<file path="src/rtl/regfile_write_scheduler.sv">
// Write-port scheduler for the 32-entry register file: round-robin arbitration
// between two writeback requesters plus a clear sequencer for registers 1..N-1.
module regfile_write_scheduler #(
  parameter int ADDR_WIDTH = 5,
  parameter int DATA_WIDTH = 32
) (
  input  logic                  clk,
  input  logic                  reset,
  input  logic                  req0_valid,
  input  logic [ADDR_WIDTH-1:0] req0_addr,
  input  logic [DATA_WIDTH-1:0] req0_data,
  output logic                  req0_ready,
  input  logic                  req1_valid,
  input  logic [ADDR_WIDTH-1:0] req1_addr,
  input  logic [DATA_WIDTH-1:0] req1_data,
  output logic                  req1_ready,
  input  logic                  clear_start,
  output logic                  busy,
  output logic                  wrenable,
  output logic [ADDR_WIDTH-1:0] writeaddr,
  output logic [DATA_WIDTH-1:0] writedata
);

  typedef enum logic {IDLE, CLEAR} state_t;

  localparam logic [ADDR_WIDTH-1:0] LAST_ADDR = '1;

  state_t                state, state_d;
  logic                  rr_ptr, rr_ptr_d;
  logic [ADDR_WIDTH-1:0] counter, counter_d;
  logic                  busy_d, wrenable_d;
  logic [ADDR_WIDTH-1:0] writeaddr_d;
  logic [DATA_WIDTH-1:0] writedata_d;

  always_comb begin
    req0_ready  = 1'b0;
    req1_ready  = 1'b0;
    state_d     = state;
    rr_ptr_d    = rr_ptr;
    counter_d   = counter;
    busy_d      = busy;
    wrenable_d  = 1'b0;
    writeaddr_d = writeaddr;
    writedata_d = writedata;

    if (state == IDLE) begin
      if (clear_start) begin
        state_d   = CLEAR;
        counter_d = ADDR_WIDTH'(1);
        busy_d    = 1'b1;
      end else begin
        // rr_ptr == 0 favours requester 0 when both are valid
        if (req0_valid && (!req1_valid || !rr_ptr))
          req0_ready = 1'b1;
        else if (req1_valid)
          req1_ready = 1'b1;

        // Address 0 is accepted but dropped, like the hardwired-zero cell
        if (req0_ready) begin
          rr_ptr_d = 1'b1;
          if (req0_addr != '0) begin
            wrenable_d  = 1'b1;
            writeaddr_d = req0_addr;
            writedata_d = req0_data;
          end
        end else if (req1_ready) begin
          rr_ptr_d = 1'b0;
          if (req1_addr != '0) begin
            wrenable_d  = 1'b1;
            writeaddr_d = req1_addr;
            writedata_d = req1_data;
          end
        end
      end
    end else begin
      wrenable_d  = 1'b1;
      writeaddr_d = counter;
      writedata_d = '0;
      counter_d   = counter + ADDR_WIDTH'(1);
      if (counter == LAST_ADDR) begin
        state_d   = IDLE;
        busy_d    = 1'b0;
        counter_d = '0;
      end
    end
  end

  always_ff @(posedge clk or posedge reset) begin
    if (reset) begin
      state     <= IDLE;
      rr_ptr    <= 1'b0;
      counter   <= '0;
      busy      <= 1'b0;
      wrenable  <= 1'b0;
      writeaddr <= '0;
      writedata <= '0;
    end else begin
      state     <= state_d;
      rr_ptr    <= rr_ptr_d;
      counter   <= counter_d;
      busy      <= busy_d;
      wrenable  <= wrenable_d;
      writeaddr <= writeaddr_d;
      writedata <= writedata_d;
    end
  end

endmodule
</file>
<file path="config.mk">
export PLATFORM = sky130hd
export DESIGN_NAME = regfile_write_scheduler
export DESIGN_NICKNAME = d
export VERILOG_FILES = /design/src/rtl/regfile_write_scheduler.sv
export SDC_FILE = /design/constraint.sdc
export NUM_CORES = 1
export LEC_CHECK = 0
export CAP_MARGIN = 20
export CORE_MARGIN = 2
export CORE_UTILIZATION = 45
export DETAILED_ROUTE_END_ITERATION = 6
export PLACE_DENSITY_LB_ADDON = 0.25
export SLEW_MARGIN = 20
export SYNTH_ARGS = -nofsm -noshare
export SYNTH_HDL_FRONTEND = slang
export SYNTH_SLANG_ARGS = --single-unit
</file>
<file path="constraint.sdc">
create_clock -name clk -period 4.74 [get_ports clk]
set_clock_uncertainty 0.05 [all_clocks]
set_input_delay 0.948 -clock clk [delete_from_list [all_inputs] [get_ports clk]]
set_output_delay 0.948 -clock clk [all_outputs]
set_load 0.03 [all_outputs]
</file>
==> metrics <==
outcome=finished clean; Syn Nets=351; RSZ-0062 raised after global routing=no; Yosys reg bits=46; Synth Flop Type=dfrtp_1; CP Launch Type=input pin; Setup Buffers After CTS=0; Max-slew headroom=35.61%; Ys Warns=0; die height=80.74 µm; CTS Buf Count=5; final worst slack=roughly 0.8 ns; Critical Path Fanout Max=22; pin count of the biggest net entering global routing=56; Clock Path Buffers=2; nets=456; Critical Setup Path Class=input pin to output port; cts hold-fix bufs=0; cell-by-cell trace of the critical path=clkdlybuf4s50_1 > a21bo_2 > and3_1 > clkdlybuf4s50_1; TritonCTS Sinks=46; crit path time final=3.955 ns; Initial Util=between 40% and 50%; Worst-Skew Late Latency=0.29 ns; Routed WL per cell=between 15 and 20 µm; Async S/R FF share, synth=100.0%; CTS tree=yes; count of cell types in the netlist=35; FMAX=roughly 250 MHz; FILL cells=roughly 460; layout cells sized above 1=roughly an eighth; ANT cells=0; DIE WIDTH=80.74 µm; Leak Pwr=roughly 1.5 nW; Layout area overhead=46.79%; num rows=27; Seq. cell area=1152 µm²; VDD IR-drop max=around 0.26 mV; initial antenna violation count=0; vias in the first global route=2419; Initial DRT Pass Iterations=4; post-DP HPWL=roughly 4900 µm; slowest CP cell=clkdlybuf4s50_1; Final Hold Violating Endpoints=0; DRC errors left=0; Post-Syn Area=2650 µm²; post-synthesis cell count=269; Post-Place Setup Slack=just under 0.8 ns; Post-CTS Resized=0; CP arrival=about 3 ns; highest-count cells in the layout ignoring fill and taps=clkdlybuf4s50_1 (119), nand2_1 (77), dfrtp_1 (45); most common cell after layout, fill and taps aside=clkdlybuf4s50_1; Slowest Stage Delay on Critical Path=around 0.7 ns; Iteration-0 DRC Markers=~170; Tcrit/Tclk final=about 83%; max-cap violation count=0; sequential fraction of the synthesis area=about 43%; H-tree level count=2; final setup vio count=0; Tightest Pin Transition=0.9644 ns; Power Density=between 300 and 400 nW/µm²; EDFF count, synth=0; Core Region=5608 µm²; I/O pin cnt=120; Placer Congestion=approximately 0.8; first-pass GRT wire length=11560 µm; Port Buf Inserts=119; crit end category=output port; Detail Route Antenna Nets=0; total grt overflow=0; Final Max Slew Viols=0; CTS root buf=clkbuf_8; gr usage total=a little under a quarter; clk slew on worst S/H paths=0.08 ns; Die ar.=~6500 µm²; Synth Area per Inst=9.851 µm²; final wirelength=7311 µm; footprint of the multi-input gates=1311 µm²; Hold Path Class=register to register; required time of the critical path=about 3.7 ns; via count=2442; Final Util=69.37%; TNS Setup=0 ns; Avg Vias per Cell=5.475; cell mode on critical path=clkdlybuf4s50_1
final timing paths:
| path | start | cells past startpoint | slack [ns] | to |
|---|---|---|---|---|
| max | req1_valid | 4 | 0.79 | req1_ready |
| min | counter[3]$_DFFE_PP0P_ | 1 | 0.48 | counter[3]$_DFFE_PP0P_ |
| max reg2reg | rr_ptr$_DFFE_PP0P_ | 6 | 2.25 | writeaddr[2]$_DFFE_PP0P_ |
| min reg2reg | counter[3]$_DFFE_PP0P_ | 1 | 0.48 | counter[3]$_DFFE_PP0P_ |
| max in group asynchronous | reset | 2 | 2.83 | state$_DFF_PP0_ |
| min in group asynchronous | reset | 2 | 1.15 | writedata[16]$_DFFE_PP0P_ |
sequential cells by signal (all words and copies together) (netlist names):
register,cells
busy,1
counter,5
rr_ptr,1
state,1
wrenable,1
writeaddr,5
writedata,32
synthesized netlist by cell type (3+ instances only):
| cell | count | area [µm²] |
|---|---|---|
| nor2_1 | 5 | 18.77 |
| dfrtp_1 | 46 | 1151 |
| clkbuf_1 | 8 | 30.03 |
| o21ai_0 | 5 | 25.02 |
| buf_4 | 5 | 37.54 |
| buf_6 | 4 | 45.04 |
| ha_1 | 3 | 37.54 |
| a311oi_2 | 30 | 450.4 |
| nand2b_1 | 3 | 18.77 |
| nor4b_1 | 4 | 35.03 |
| a21oi_1 | 9 | 45.04 |
| a221o_1 | 4 | 40.04 |
| buf_2 | 7 | 35.03 |
| nand2_1 | 77 | 289.0 |
| nor3_1 | 34 | 170.2 |
metal layers:
metal  part of all wire [%]  vias to the layer above  GRT usage, %
li1                       -                     1184             -
met2                     47                       95         37.25
met4                   0.77                        0         5.254
met1                     44                     1159         29.69
met3                    8.8                        4         7.111
met5                      0                        -             0
logic make-up after synthesis:
family	after synthesis	share of synthesized area, %
and+or+nand+nor	132	22.29
AOI/OAI and AO/OA	58	25.21
DFF	46	43.44
buffers and inverters	30	7.649
adders and majority gates	3	1.417
stage by stage:
step,hold WS [ns],std cells,cell area [µm²],total power (W)
5_1_grt,0.5392,446,3890,0.001360
6_report,0.4785,446,3890,0.001281
2_1_floorplan,0.4099,269,2650,0.0008651
3_3_place_gp,0.4704,439,3814,0.001052
4_1_cts,0.4798,446,3890,0.001287
3_5_place_dp,0.4660,439,3814,0.001062
report_power, final:
part / switching [W] / total, W / internal (W)
registers: 0.0000513 / 0.000507 / 0.000456
logic: 0.000310 / 0.000545 / 0.000235
clock network: 0.000127 / 0.000229 / 0.000102
critical path: cells and delay by family:
| family | cells | cell delay [ns] |
|---|---|---|
| AO/OA/AOI/OAI | 1 | 0.47 |
| buffers and inverters | 2 | 1.30 |
| AND/OR/NAND/NOR | 1 | 0.24 |
cell type report:
type                    instances  share of cell area (%)
inverters                       3                  0.2895
clock buffers                   7                   1.962
well taps                      72                   2.316
multi-input cells             193                   33.71
flip-flops and latches         46                   29.62
repair buffers                125                   32.10
Power figures use the tool's default switching activity.
